==> config.mk <==
export PLATFORM = sky130hd
export DESIGN_NAME = mtr_pi_req_flat
export DESIGN_NICKNAME = d
export VERILOG_FILES = /design/src/rtl/mtr_pi_req_pkg.sv /design/src/rtl/mtr_pi_req_if.sv /design/src/rtl/mtr_pi_req_level_dec.sv /design/src/rtl/mtr_pi.sv /design/src/flat_wrapper.sv
export SDC_FILE = /design/constraint.sdc
export NUM_CORES = 1
export LEC_CHECK = 0
export ABC_AREA = 1
export BUFFER_PORTS_ARGS = -buffer_cell sky130_fd_sc_hd__buf_4
export CAP_MARGIN = 10
export CORE_MARGIN = 4
export CORE_UTILIZATION = 45
export CTS_CLUSTER_SIZE = 16
export DETAILED_ROUTE_END_ITERATION = 8
export GPL_TIMING_DRIVEN = 0
export PLACE_DENSITY = 0.68
export SLEW_MARGIN = 10
export SYNTH_ARGS = -nofsm -noshare
export SYNTH_HDL_FRONTEND = slang
export SYNTH_SLANG_ARGS = --single-unit
==> constraint.sdc <==
create_clock -name clk -period 1.7 [get_ports clk]
set_clock_uncertainty 0.15 [all_clocks]
set_input_delay 0.34 -clock clk [delete_from_list [all_inputs] [get_ports clk]]
set_output_delay 0.34 -clock clk [all_outputs]
set_load 0.02 [all_outputs]
==> src/rtl/mtr_pi_req_pkg.sv <==
// mtr_pi_pkg: shared types and constants for the meter PI requester.
package mtr_pi_pkg;

   // Requester handshake state.
   typedef enum logic [1:0] {
      IDLE  = 2'd0,
      REQ   = 2'd1,
      HONOR = 2'd2,
      DONE  = 2'd3
   } mtr_pi_state_t;

   // Function word handed to microcode: vector flag plus counter select.
   typedef struct packed {
      logic       vector;
      logic [0:1] incr_sel;
   } mtr_func_t;

   // INCR_SEL codes from the meter priority encoder.
   localparam logic [0:1] INCR_TIME  = 2'd0;
   localparam logic [0:1] INCR_PERF  = 2'd1;
   localparam logic [0:1] INCR_EBOX  = 2'd2;
   localparam logic [0:1] INCR_CACHE = 2'd3;

endpackage

==> src/rtl/mtr_pi_req_if.sv <==
// mtr_pi_req_if: meter encoder / PI handshake bundle.
// HONOR_COUNT exists only when MTR_PI_STATS_EN is defined.
interface mtr_pi_req_if;
   logic       MTR_INTERRUPT_REQ;
   logic       VECTOR_REQ;
   logic [0:1] INCR_SEL;
   logic [0:2] MTR_PIA;
   logic       CONO_MTR;
   logic       PI_HONOR;
   logic       PI_DONE;
   logic [1:7] PI_REQ;
   logic       MTR_HONOR;
   logic       FUNC_VALID;
   logic [0:2] FUNC;
`ifdef MTR_PI_STATS_EN
   logic [0:7] HONOR_COUNT;

   // Environment side: meter encoder, CONO and PI system.
   modport master (
      output MTR_INTERRUPT_REQ, VECTOR_REQ, INCR_SEL, MTR_PIA, CONO_MTR,
             PI_HONOR, PI_DONE,
      input  PI_REQ, MTR_HONOR, FUNC_VALID, FUNC, HONOR_COUNT
   );

   // Requester side.
   modport slave (
      input  MTR_INTERRUPT_REQ, VECTOR_REQ, INCR_SEL, MTR_PIA, CONO_MTR,
             PI_HONOR, PI_DONE,
      output PI_REQ, MTR_HONOR, FUNC_VALID, FUNC, HONOR_COUNT
   );
`else
   // Environment side: meter encoder, CONO and PI system.
   modport master (
      output MTR_INTERRUPT_REQ, VECTOR_REQ, INCR_SEL, MTR_PIA, CONO_MTR,
             PI_HONOR, PI_DONE,
      input  PI_REQ, MTR_HONOR, FUNC_VALID, FUNC
   );

   // Requester side.
   modport slave (
      input  MTR_INTERRUPT_REQ, VECTOR_REQ, INCR_SEL, MTR_PIA, CONO_MTR,
             PI_HONOR, PI_DONE,
      output PI_REQ, MTR_HONOR, FUNC_VALID, FUNC
   );
`endif
endinterface

==> src/rtl/mtr_pi_req_level_dec.sv <==
// mtr_pi_level_dec: PI assignment code to one-hot level request; code 0 is no level.
module mtr_pi_level_dec (
   input  logic [0:2] pia,
   input  logic       en,
   output logic [1:7] onehot
);

   // Set the single bit matching the assigned level when enabled.
   always_comb begin
      onehot = '0;
      if (en && (pia != 3'd0)) begin
         onehot[pia] = 1'b1;
      end
   end

endmodule

==> src/rtl/mtr_pi.sv <==
// mtr_pi_req: meter interrupt requester between the MTR priority encoder and PI.
// Optional build macro MTR_PI_STATS_EN adds the HONOR_COUNT service counter.
module mtr_pi_req
   import mtr_pi_pkg::*;
(
   input  logic         clk,
   input  logic         RESET_L,
   mtr_pi_req_if.slave  bus
);

   logic          req_q;
   mtr_func_t     func_q;
   logic [0:2]    pia_q;
   logic [0:2]    pia_nxt;
   logic          lvl_en;
   logic [1:7]    lvl_onehot;
   mtr_pi_state_t state;

   // Level the request should sit on after this edge, including a CONO update.
   always_comb begin
      pia_nxt = bus.CONO_MTR ? bus.MTR_PIA : pia_q;
   end

   assign lvl_en = (state == IDLE) || (state == REQ);

   mtr_pi_level_dec u_level_dec (
      .pia    (pia_nxt),
      .en     (lvl_en),
      .onehot (lvl_onehot)
   );

   // Input sampling stage and PI assignment register.
   always_ff @(posedge clk or negedge RESET_L) begin
      if (!RESET_L) begin
         req_q  <= 1'b0;
         func_q <= '0;
         pia_q  <= '0;
      end else begin
         // The sample taken while DONE still reflects the serviced source, so
         // it is discarded; this also sets the earliest re-request to K+3.
         req_q  <= (state == DONE) ? 1'b0 : bus.MTR_INTERRUPT_REQ;
         func_q <= {bus.VECTOR_REQ, bus.INCR_SEL};
         pia_q  <= pia_nxt;
      end
   end

   // Request/honor handshake FSM with registered outputs.
   always_ff @(posedge clk or negedge RESET_L) begin
      if (!RESET_L) begin
         state          <= IDLE;
         bus.PI_REQ     <= '0;
         bus.MTR_HONOR  <= 1'b0;
         bus.FUNC_VALID <= 1'b0;
         bus.FUNC       <= '0;
      end else begin
         case (state)
            IDLE: begin
               if (req_q && (pia_q != 3'd0)) begin
                  state      <= REQ;
                  bus.FUNC   <= func_q;
                  bus.PI_REQ <= lvl_onehot;
               end
            end
            REQ: begin
               if (bus.PI_HONOR) begin
                  // PI_REQ keeps the level that was granted.
                  state          <= HONOR;
                  bus.MTR_HONOR  <= 1'b1;
                  bus.FUNC_VALID <= 1'b1;
               end else if ((pia_nxt == 3'd0) || !req_q) begin
                  state      <= IDLE;
                  bus.PI_REQ <= '0;
               end else begin
                  bus.PI_REQ <= lvl_onehot;
               end
            end
            HONOR: begin
               if (bus.PI_DONE) begin
                  state          <= DONE;
                  bus.PI_REQ     <= '0;
                  bus.MTR_HONOR  <= 1'b0;
                  bus.FUNC_VALID <= 1'b0;
               end
            end
            DONE: begin
               state <= IDLE;
            end
            default: begin
               state <= IDLE;
            end
         endcase
      end
   end

`ifdef MTR_PI_STATS_EN
   // Completed-service counter; CONO clear takes priority over an increment.
   always_ff @(posedge clk or negedge RESET_L) begin
      if (!RESET_L) begin
         bus.HONOR_COUNT <= '0;
      end else if (bus.CONO_MTR) begin
         bus.HONOR_COUNT <= '0;
      end else if ((state == HONOR) && bus.PI_DONE) begin
         bus.HONOR_COUNT <= bus.HONOR_COUNT + 8'd1;
      end
   end
`endif

endmodule

==> src/flat_wrapper.sv <==
// flat-port wrapper written by rule: the top's interface ports become plain ports
module mtr_pi_req_flat import mtr_pi_pkg::*;
  (clk, RESET_L, bus_MTR_INTERRUPT_REQ, bus_VECTOR_REQ, bus_INCR_SEL, bus_MTR_PIA, bus_CONO_MTR, bus_PI_HONOR, bus_PI_DONE, bus_PI_REQ, bus_MTR_HONOR, bus_FUNC_VALID, bus_FUNC);
  mtr_pi_req_if bus_i ();
  input  logic clk;
  input  logic RESET_L;
  input wire logic [$bits(bus_i.MTR_INTERRUPT_REQ)-1:0] bus_MTR_INTERRUPT_REQ;
  input wire logic [$bits(bus_i.VECTOR_REQ)-1:0] bus_VECTOR_REQ;
  input wire logic [$bits(bus_i.INCR_SEL)-1:0] bus_INCR_SEL;
  input wire logic [$bits(bus_i.MTR_PIA)-1:0] bus_MTR_PIA;
  input wire logic [$bits(bus_i.CONO_MTR)-1:0] bus_CONO_MTR;
  input wire logic [$bits(bus_i.PI_HONOR)-1:0] bus_PI_HONOR;
  input wire logic [$bits(bus_i.PI_DONE)-1:0] bus_PI_DONE;
  output wire logic [$bits(bus_i.PI_REQ)-1:0] bus_PI_REQ;
  output wire logic [$bits(bus_i.MTR_HONOR)-1:0] bus_MTR_HONOR;
  output wire logic [$bits(bus_i.FUNC_VALID)-1:0] bus_FUNC_VALID;
  output wire logic [$bits(bus_i.FUNC)-1:0] bus_FUNC;
  assign bus_i.MTR_INTERRUPT_REQ = bus_MTR_INTERRUPT_REQ;
  assign bus_i.VECTOR_REQ = bus_VECTOR_REQ;
  assign bus_i.INCR_SEL = bus_INCR_SEL;
  assign bus_i.MTR_PIA = bus_MTR_PIA;
  assign bus_i.CONO_MTR = bus_CONO_MTR;
  assign bus_i.PI_HONOR = bus_PI_HONOR;
  assign bus_i.PI_DONE = bus_PI_DONE;
  assign bus_PI_REQ = bus_i.PI_REQ;
  assign bus_MTR_HONOR = bus_i.MTR_HONOR;
  assign bus_FUNC_VALID = bus_i.FUNC_VALID;
  assign bus_FUNC = bus_i.FUNC;
  mtr_pi_req u_core (.clk(clk), .RESET_L(RESET_L), .bus(bus_i));
endmodule
Word level (Yosys, flattened, before mapping)
Cells that the tools add are included.

Add/sub/neg operators: 0. Multipliers: 0. Div/mod/pow operators: 0. $lt $le $gt $ge: 2. Equal/unequal tests: 8. Shifts and indexed selects: 0. Multiplexer cells: 18. Bitwise operators: 1. Reductions and logical operators: 16.

Operator list (count): $mux W7 (5); $pmux W7 S3 (1); $reduce_bool A3 Y1 (3); $mux W2 (4); $ne A2 B2 Y1 const B (4); $pmux W2 S4 (1); $reduce_and A3 Y1 (2); $eq A2 B2 Y1 const B (2); $ge A4 B4 Y1 const B (1); $lt A4 B1 Y1 const B (1); $mux W1 (4); $not A3 Y4 (1); $reduce_and A4 Y1 (1); $demux W1 S3 (1); $logic_and A1 B1 Y1 (3); $logic_not A3 Y1 (1); $mux W3 (1); $ne A3 B3 Y1 const B (1); $eq A2 B1 Y1 const B (1); $logic_not A2 Y1 (1); $logic_or A1 B1 Y1 (2); $pmux W1 S2 (1); $reduce_and A2 Y1 (1); $reduce_bool A2 Y1 (1); $logic_not A1 Y1 (1).

Register bits after elaboration: 20. Bits in latches: 0. Memory bits (writable): 0. ROM bits: 0. Input port bits: 12. Output and inout bits: 12. Word-level logic and storage cells: 53. Memories kept: 0.

Longest topological paths before layout
Word-level depth: 10. Gate-level depth with buffers: 10. Gate-level depth less buffers: 9.

Hierarchy
Synthesis repeated with hierarchy kept, for this count alone.

Cells, all modules: 135. Area total of the unflattened synthesis: 1077.3 um^2.

Modules (own cells, without submodules): mtr_pi_req (times used 1, cells each 119, area each 1017.2 um^2, seq. area each 500.5 um^2); mtr_pi_level_dec (times used 1, cells each 16, area each 60.1 um^2, seq. area each 0.0 um^2).

Least setup slack after synthesis
Ideal clock, no wire load.

Kind: register to register. Start: register u_core.state[0]. End: register u_core.bus.PI_REQ[5]. Library setup time: 0.065 ns. Arrival time: 1.340 ns. Required time: 1.485 ns. Slack: 0.145 ns. Stages on the path, launching flop included: 11. Buffers on the path: 1. Period minus slack after synthesis: 1.555 ns. Cell sequence: dfrtp_1 > inv_1 > ha_1 > inv_1 > nand2_1 > nand2_2 > nand2_2 > buf_6 > nor2_4 > nand3_1 > nand2_1.

Cells in the longest elaborated chain, start to end: 7. Elaborated cells on any way between the ends: 15. Classes of those cells: eq/ne (5); mux (5); reduce/logical (5).

RTL lines: start: declaration (RTL line mtr_pi.sv:17) `mtr_pi_state_t state;`; start signal: assignment (RTL line mtr_pi.sv:50) `state <= IDLE;`; start signal: assignment (RTL line mtr_pi.sv:59) `state <= REQ;`; start signal: assignment (RTL line mtr_pi.sv:67) `state <= HONOR;`; $eq A2 B1 Y1 or $logic_not A2 Y1 (tied branches) (RTL line mtr_pi.sv:24, mtr_pi.sv:56); $logic_or A1 B1 Y1 (RTL line mtr_pi.sv:24) `assign lvl_en = (state == IDLE) || (state == REQ);`; $logic_and A1 B1 Y1 (RTL line mtr_pi_req_level_dec.sv:11) `if (en && (pia != 3'd0)) begin`; $mux W7 (RTL line mtr_pi_req_level_dec.sv:11); $mux W7 (RTL line mtr_pi.sv:70) `end else if ((pia_nxt == 3'd0) || !req_q) begin`; $mux W7 (RTL line mtr_pi.sv:65) `if (bus.PI_HONOR) begin`; $pmux W7 S3 (RTL line mtr_pi.sv:56) `case (state)`; end signal: assignment (RTL line mtr_pi.sv:61) `bus.PI_REQ <= lvl_onehot;`; end signal: assignment (RTL line mtr_pi.sv:74) `bus.PI_REQ <= lvl_onehot;`; end: declaration (RTL line mtr_pi_req_if.sv:43) `output PI_REQ, MTR_HONOR, FUNC_VALID, FUNC`.

Several ways; a longest one is shown, not always the timed one. The select of a mux whose other input is x is not followed. A chain may end at the register's enable or synchronous reset.

==> run summary <==
# port buffers: 23
CTS tree: done
Root Driver: clkbuf_4
CP bufs+invs: 2
Worst-Skew Late Latency: 0.30 ns
Synthesized Nets: 132
First-pass GRT wire length: 3610 um
R2R depth: 9
Area growth, synth to finish: 37.6%
Async S/R FF share, synth: 100%
Number of synthesized flops with an enable pin: 0
Crit-path cells: inv_2 -> ha_4 -> nand2_1 -> nand2_2 -> nand2_4 -> buf_8 -> nor2_4 -> nand3_1 -> nand2_1
I/O pins: 24
Chip height: 57.0 um
Die Wd: 57.0 um
Sequential fraction of the synthesis area: 46.4%
Max-Slew Margin vs Limit: 83.3%
Total clock sinks: 20
GRT Util Overall: 14.0%
Largest net degree at the start of global routing: 21
Max Slew Vio Count: 0
Critical Path Start Type: flip-flop
CP Class: flip-flop to flip-flop
Layout filler cell count: 182
Mapped Area: 1080 um^2
Worst-Margin Slew: 0.251 ns
Status: finished clean
Die area: 3240 um^2
Core Area: 2250 um^2
Crit-path most repeated cell: nand2_1
Min Tclk post-route: 1.64 ns
Maximum clock frequency: 608 MHz
WP depth: 9
Routed vias/inst: 4.81
Max clock buf depth: 2
Largest stage delay, worst path: 0.44 ns
Site Rows: 17
RR Endpoint: u_core.bus.PI_REQ[6]
Iter 0 DRT Violations: 20
Detail Route Antenna Nets: 0
HP Class: primary input to flip-flop
Final worst-path cycle share: 96.7%
CP top delay family: simple AND/OR/NAND/NOR gates
Top FF cell, synth: dfrtp_1
DP Wirelength: 1480 um
Total grt overflow: 0
Peak supply drop: 1.24 mV
Final hold viol count: 0
Commonest non-fill, non-tap cells in the layout: buf_4 (27), nand2_1 (26), dfrtp_1 (19)
Final WL: 2170 um
Leak: 0.000754 uW
Yosys Warn Count: 0
Critical Path End: u_core.bus.PI_REQ[6]
Clk slew on worst S/H paths: 0.11 ns
Crit path capture type: flip-flop
Initial Utilization: 47.8%
Pwr/cell area: 1740 nW/um^2
Critical Path Slowest Stage Cell: dfrtp_1
Hold Slack: 0.0848 ns
Wire per inst: 12.1 um
Post-layout nets: 169
Vias in the first global route: 873
TritonCTS buffer count: 3
DR vias: 861
Gate Count Post-Synth: 115
CP required: 1.80 ns
Register bit total from synthesis: 20
Post-route DRC: 0
FF-to-FF setup slack: 0.06 ns
Most common cell after layout, fill and taps aside: buf_4
Final setup viols: 0
Critical Path Fanout Max: 5
Netlist cell types: 25
Initial antenna violation count: 0
Unrepaired setup endpoints after global routing: true
# Max-Cap Violations: 0
Syn avg cell area: 9.38 um^2
Antenna diodes: 0
Arr. time, crit path: 1.74 ns
Routability cong.: 0.763
Power consumption: 2580 uW
H-tree depth: 1
Layout cells sized above 1: 47.7%
DRT Pass-1 Iters: 4
[worst register-to-register path, delay by kind of cell (launching register included)]
| kind | cells | cell delay (ns) |
|---|---|---|
| fa+ha+maj | 1 | 0.29 |
| buf+inv | 2 | 0.24 |
| flops | 1 | 0.44 |
| simple gates | 6 | 0.47 |
[state kept, by name, indices dropped and copies added, names as in the netlist, named ones only]
signal,count
u_core.bus.PI_REQ,7
u_core.bus.FUNC,3
u_core.func_q,3
u_core.pia_q,3
u_core.bus.MTR_HONOR,1
u_core.req_q,1
u_core.state,1
[power breakdown]
part | leakage [uW] | internal [uW] | switching (uW)
logic | 0.000487 | 726 | 849
clock network | 0.0000210 | 131 | 144
registers | 0.000246 | 621 | 106
total | 0.000754 | 1480 | 1100
[repair_timing]
action / 4_1_cts / 5_1_grt
setup buffers: 0 / 4
resized for setup: 3 / 15
setup endpoints to repair: 5 / 7
pin swaps: 0 / 2
hold buffers: 4 / 0
endpoints found under the hold margin: 23 / 0
cloned: 0 / 1
[Yosys cell counts (2+ instances only)]
cell,count,area share [%]
inv_2,2,0.70
ha_1,5,5.8
nand3_4,3,4.9
nand2_4,3,3.1
inv_1,15,5.2
nand3_1,10,4.6
nor2_1,5,1.7
nand3_2,2,1.9
nand2_1,26,9.0
nor2_4,2,2.1
dfrtp_1,20,46
nand2_2,7,4.1
mux2_2,3,3.1
[routing by layer]
metal  track usage [%]  vias up  share of wire [%]
met5                 0        -                  0
met4              5.96        0                2.8
met3              2.04        7                3.8
met2              23.7       18                 49
met1              17.7      410                 44
li1                  -      426                  -
[how the worst min path moves through the flow]
stage | start | end | slack, ns | depth (start not counted)
final | bus_MTR_INTERRUPT_REQ | u_core.req_q | 0.08 | 3
after global routing | bus_MTR_INTERRUPT_REQ | u_core.req_q | 0.08 | 3
after CTS | bus_MTR_INTERRUPT_REQ | u_core.req_q | 0.08 | 3
after detailed placement | RESET_L | async pin | 0.08 | 1
after global placement | RESET_L | async pin | 0.08 | 1
after floorplan | RESET_L | async pin | -0.11 | 0
[layout make-up]
type	instances	area, um^2	area share (%)
multi-input combinational	74	539	36.3
sequential	20	502	33.8
timing repair buffer	32	272	18.3
inverter	19	77.6	5.23
clock buffer	4	36.3	2.45
tap	28	35.0	2.36
buffer	2	22.5	1.52
[stage by stage]
| stage | util [%] | cell area [um^2] | instances | setup WS [ns] | setup TNS, ns |
|---|---|---|---|---|---|
| 2_1_floorplan | - | 1080 | 115 | 0.145 | 0 |
| 3_3_place_gp | 57.0 | 1290 | 166 | 0.0168 | 0 |
| 3_5_place_dp | 57.0 | 1290 | 166 | -0.0271 | -0.107 |
| 4_1_cts | 60.7 | 1370 | 174 | 0.00297 | 0 |
| 5_1_grt | 65.8 | 1480 | 179 | -0.0378 | -0.135 |
| 6_report | 65.8 | 1480 | 179 | 0.0559 | 0 |
[cell families (layout without fill, tap and decap cells)]
group / after synthesis / count (layout) / synth area share [%]
compound gates: 5 / 5 / 2.90
flops: 20 / 20 / 46.4
simple gates: 61 / 61 / 33.1
fa+ha+maj: 5 / 5 / 5.80
mux: 3 / 3 / 3.13
buf+inv: 21 / 57 / 8.70
Note: power is estimated with default switching activity, not from simulation.
